===== config.mk =====
export PLATFORM = sky130hd
export DESIGN_NAME = round_key_file
export DESIGN_NICKNAME = d
export VERILOG_FILES = /design/src/rtl/round_key_file.sv
export SDC_FILE = /design/constraint.sdc
export NUM_CORES = 2
export LEC_CHECK = 0
export CAP_MARGIN = 5
export CORE_MARGIN = 2
export CORE_UTILIZATION = 45
export CTS_BUF_LIST = sky130_fd_sc_hd__clkbuf_2
export CTS_CLUSTER_SIZE = 8
export DETAILED_ROUTE_END_ITERATION = 10
export HOLD_SLACK_MARGIN = 0.08
export SYNTH_ARGS = -nofsm -noshare
export SYNTH_HDL_FRONTEND = slang
export SYNTH_SLANG_ARGS = --single-unit

===== constraint.sdc =====
create_clock -name clk -period 14.3 [get_ports clk]
set_clock_uncertainty 0.05 [all_clocks]
set_input_delay 2.86 -clock clk [delete_from_list [all_inputs] [get_ports clk]]
set_output_delay 2.86 -clock clk [all_outputs]
set_load 0.01 [all_outputs]

===== src/rtl/round_key_file.sv =====
// round_key_file -- DEPTH x WIDTH round-key store with per-entry valid bits.
// Supports random reads, and a sequential sweep that reads indices
// 0..seq_last. Every read has one cycle of latency.
//
// Ports:
//   clk, rst             clock; synchronous active-high reset
//   clr                  invalidate all entries and abort any sweep
//   wr_en/wr_addr/wr_data   key write; wr_addr >= DEPTH is ignored
//   rd_req/rd_addr       random-read request (dropped while a sweep runs)
//   seq_start/seq_last   begin a sweep over 0..seq_last (clamped to DEPTH-1)
//   rd_valid/rd_data/rd_miss   read response, one cycle after issue
//   seq_busy             sweep in progress
//   seq_done             accompanies the response for the final sweep index
//   valid_cnt            number of valid entries
module round_key_file #(
   parameter int unsigned WIDTH = 128,
   parameter int unsigned DEPTH = 16
) (
   input  logic                       clk,
   input  logic                       rst,
   input  logic                       clr,
   input  logic                       wr_en,
   input  logic [$clog2(DEPTH)-1:0]   wr_addr,
   input  logic [WIDTH-1:0]           wr_data,
   input  logic                       rd_req,
   input  logic [$clog2(DEPTH)-1:0]   rd_addr,
   input  logic                       seq_start,
   input  logic [$clog2(DEPTH)-1:0]   seq_last,
   output logic                       rd_valid,
   output logic [WIDTH-1:0]           rd_data,
   output logic                       rd_miss,
   output logic                       seq_busy,
   output logic                       seq_done,
   output logic [$clog2(DEPTH):0]     valid_cnt
);

   localparam int unsigned AW = $clog2(DEPTH);
   localparam logic [AW:0]   DEPTH_W  = (AW+1)'(DEPTH);
   localparam logic [AW-1:0] LAST_IDX = AW'(DEPTH - 1);

   typedef enum logic {IDLE, SWEEP} state_t;

   state_t            state, state_nx;
   logic [WIDTH-1:0]  mem [DEPTH];
   logic [DEPTH-1:0]  valid;
   logic [AW-1:0]     seq_idx;
   logic [AW-1:0]     seq_last_q;
   logic              seq_issue;
   logic              rd_issue;
   logic              last_issue;
   logic [AW-1:0]     rd_idx;
   logic              wr_ok;
   logic              rd_in_range;
   logic              bypass;
   logic              hit;
   logic [WIDTH-1:0]  hit_data;

   // ---------------- FSM: state register ----------------
   always_ff @(posedge clk) begin
      if (rst) state <= IDLE;
      else     state <= state_nx;
   end

   // ---------------- FSM: next state ----------------
   always_comb begin
      state_nx = state;
      unique case (state)
         IDLE:  if (seq_start && !clr) state_nx = SWEEP;
         SWEEP: if (clr || seq_idx == seq_last_q) state_nx = IDLE;
         default: state_nx = IDLE;
      endcase
   end

   // ---------------- FSM: outputs / read issue ----------------
   always_comb begin
      seq_busy   = (state == SWEEP);
      seq_issue  = (state == SWEEP);
      rd_issue   = seq_issue || rd_req;
      rd_idx     = seq_issue ? seq_idx : rd_addr;
      // A clr in the final issue cycle aborts the sweep, so no seq_done.
      last_issue = seq_issue && (seq_idx == seq_last_q) && !clr;
   end

   // Sweep index and latched (clamped) final index.
   always_ff @(posedge clk) begin
      if (rst) begin
         seq_idx    <= '0;
         seq_last_q <= '0;
      end else if (state == IDLE) begin
         seq_idx <= '0;
         if (seq_start)
            seq_last_q <= ({1'b0, seq_last} >= DEPTH_W) ? LAST_IDX : seq_last;
      end else begin
         seq_idx <= seq_idx + AW'(1);
      end
   end

   // ---------------- storage ----------------
   // clr wins over a same-cycle write, so the write is suppressed entirely.
   assign wr_ok       = wr_en && !clr && ({1'b0, wr_addr} < DEPTH_W);
   assign rd_in_range = ({1'b0, rd_idx} < DEPTH_W);

   always_ff @(posedge clk) begin
      if (wr_ok && !rst) mem[wr_addr] <= wr_data;
   end

   always_ff @(posedge clk) begin
      if (rst || clr) begin
         valid     <= '0;
         valid_cnt <= '0;
      end else if (wr_ok && !valid[wr_addr]) begin
         valid[wr_addr] <= 1'b1;
         valid_cnt      <= valid_cnt + (AW+1)'(1);
      end
   end

   // ---------------- read path ----------------
   // Reads see pre-clear valid bits; a same-cycle write to the read index
   // forwards its data.
   always_comb begin
      bypass   = wr_ok && (wr_addr == rd_idx);
      hit      = bypass || (rd_in_range && valid[rd_idx]);
      hit_data = '0;
      if (bypass)   hit_data = wr_data;
      else if (hit) hit_data = mem[rd_idx];
   end

   always_ff @(posedge clk) begin
      if (rst) begin
         rd_valid <= 1'b0;
         rd_data  <= '0;
         rd_miss  <= 1'b0;
         seq_done <= 1'b0;
      end else begin
         rd_valid <= rd_issue;
         rd_data  <= (rd_issue && hit) ? hit_data : '0;
         rd_miss  <= rd_issue && !hit;
         seq_done <= last_issue;
      end
   end

endmodule

==> results.yml <==
routing:
  via_per_inst: 6.19
  routedWlPerCell_um: 29.5
  dr.pass1.iters: 6
  wl_um: 267000
  drc: 0
  detail-route-antenna-nets: 0
  vias: 56126
  drtIter0Drc: 6620
grt:
  use_met1_pct: 35.6
  grt_first_pass_wirelength_um: 384000
  grt_max_degree: 144
  grt_overflow_total: 0
  top_usage_layer: "met2"
  grtUsageMet2_pct: 43.4
  use_met3_pct: 5.09
  antenna_found_initial: 35
  grtUsageTotal_pct: 26.6
  grt_pass1_vias: 55615
worst_setup_path:
  path_max_fanout: 49
  worst_r2r_path_depth: 9
  worstPathRequired_ns: 15.62
  regToRegEndpoint: "rd_data[125]"
  setup.worst_path.end_class: "flop"
  crit_arrival_ns: 7.55
  worstSetupPathType: "input port to flop"
  reg2reg_from: "seq_busy"
  start_kind: "input port"
  reg2reg_slack_ns: 9.16
timing:
  setup_viol: 0
  hold_violations: 0
  hold_slack_ns: 0.446
  rsz0062_at_grt: "no"
  worst_pin_slew_ns: 1.26
  relSlewSlack_pct: 16.0
  max_freq_mhz: 160
  slew_viol_final: 0
  fin_crit_sh_pct: 43.6
  final.setup.tns_ns: 0
  post-route-min-period_ns: 6.24
clock_network:
  path_clk_slew_ns: 0.10
  cts_num_sinks: 2209
  numCtsBuffers: 581
  ctsLongestPathBuffers: 4
  cts_max_level: 6
  cts_tree: "yes"
  root_buffer: "clkbuf_2"
  cts_resized: 0
  clock_latency_ns: 1.88
  cts_hold_buf: 0
  post_cts_buffers: 0
yosys:
  syn_nets: 5727
  syn_avg_cell_area_sq_um: 15.6
  ys_warn_count: 0
  synth-main-ff-cell: "edfxtp_1"
  ys_async_sr_fraction_pct: 0
  synthCells: 5579
  yosysUniqueCellTypes: 52
  synth-seq-cells: 2209
  synth_edf_count: 2048
  synth_area_sq_um: 87000
  ys_seq_area_share_pct: 74.4
cells_and_area:
  area_growth_syn_to_layout_pct: 12.1
  drive_above_1_share_pct: 18.5
  design_area_sq_um: 97500
  nNetsFinal: 6259
  stdcell_count: 9060
die:
  num_rows: 161
  initial_core_util_pct: 45.2
  die_x_um: 444
  core-area_sq_um: 192000
  ioPinCount: 283
  die_area_sq_um: 197000
  die_y_um: 444
job:
  drv_cap: 0
power_and_ir_drop:
  ir_drop_v: 0.0000623
  power.density_nw_per_um2: 126
  total_leakage_power_nw: 31.5
min_path:
  hp-class: "flop to flop"
  hold_start: "valid[1]"
  hold_end: "valid[1]"
  min_delay_path_depth: 2
outcome:
  status: "finished clean"
placement:
  dp_hpwl_um: 126000
  routabilityCongestion: 0.774
  placed_cells: 8054
  numPortBuffers: 282
  dpl-instance-area_sq_um: 92500
## state kept, by name (all words and copies together), names as in the netlist, 4 cells and up
signal,count
seq_idx,4
seq_last_q,4
valid,16
rd_data,128
valid_cnt,5
mem,2048
## worst max-delay path by stage
| stage | from | endpoint | slack, ns |
|---|---|---|---|
| 2_1_floorplan | clr | valid[8] | 0.81 |
| 3_3_place_gp | rst | mem[2][46] | 6.34 |
| 3_5_place_dp | rst | mem[2][46] | 6.34 |
| 4_1_cts | seq_busy | seq_busy | 7.92 |
| 5_1_grt | seq_busy | seq_busy | 8.01 |
| 6_report | rst | mem[10][46] | 8.06 |
## per-stage QoR
stage | utilization, % | worst slack [ns] | power [mW]
CTS | 50.7 | 7.92 | 12.4
floorplan | - | 0.811 | 7.78
finish | 50.7 | 8.06 | 12.3
detailed placement | 48.1 | 6.34 | 8.18
global placement | 48.1 | 6.34 | 8.17
global route | 50.7 | 8.01 | 12.8
## cell type report
cell class                      count  area [sq um]
Antenna cell                       20          50.0
Clock buffer                      892          4460
Clock inverter                     94           515
Fill cell                       16287         94900
Inverter                            7          28.8
Multi-Input combinational cell   2926         20800
Sequential cell                  2209         64700
Tap cell                         2526          3160
Timing Repair Buffer              386          3780
## cells in the final DEF, fill, tap and decap left out, types with 50 or more instances in the layout
cell | synthesis | layout
a21oi_1 | 162 | 162
clkbuf_2 | 0 | 892
nor2_1 | 333 | 320
clkdlybuf4s50_1 | 0 | 281
nor2b_1 | 117 | 116
mux2i_1 | 238 | 237
nor3_1 | 134 | 130
nand2_1 | 203 | 197
nor4b_1 | 126 | 126
dfxtp_1 | 161 | 159
edfxtp_1 | 2048 | 2048
a211oi_1 | 327 | 327
o2bb2ai_1 | 124 | 124
nor4_1 | 101 | 101
o21ai_0 | 390 | 390
nand3_1 | 69 | 69
a31oi_1 | 51 | 51
clkinv_1 | 0 | 65
buf_4 | 6 | 90
o22ai_1 | 248 | 247
mux4_2 | 134 | 134
o31ai_1 | 51 | 50
## synth_stat cells (124+ instances only)
master,n,area [sq um]
a211oi_1,327,2450
a21oi_1,162,811
clkbuf_1,314,1180
dfxtp_1,161,3220
edfxtp_1,2048,61500
mux2i_1,238,2380
mux4_2,134,3020
nand2_1,203,762
nor2_1,333,1250
nor3_1,134,671
nor4b_1,126,1100
o21ai_0,390,1950
o22ai_1,248,1550
o2bb2ai_1,124,1090
## critical path: stages
cell             delay [ns]
clkdlybuf4s50_1        0.66
nor4b_1                0.84
nand2_1                0.47
nor2_4                 1.01
buf_4                  0.66
buf_4                  0.93
## metal layers
metal,part of all wire [%],up-vias
li1,-,23821
met1,39,28556
met2,48,3175
met3,9.1,570
met4,3.1,4
met5,0.0086,-
## power by group
group	switching (mW)	total, mW	internal (mW)	leakage [nW]
clock network	2.56	4.28	1.72	3.96
registers	0.0184	7.11	7.09	19.7
logic	0.633	0.932	0.299	7.80
total	3.21	12.3	9.11	31.5
## kinds of logic after synthesis
family / Yosys count / synth area share, %
simple gates: 1106 / 6.51
xor+xnor: 14 / 0.141
compound gates: 1425 / 10.6
buf+inv: 444 / 2.06
flops: 2209 / 74.4
fa+ha+maj: 2 / 0.0288
mux: 379 / 6.31
Power figures use the tool's default switching activity.
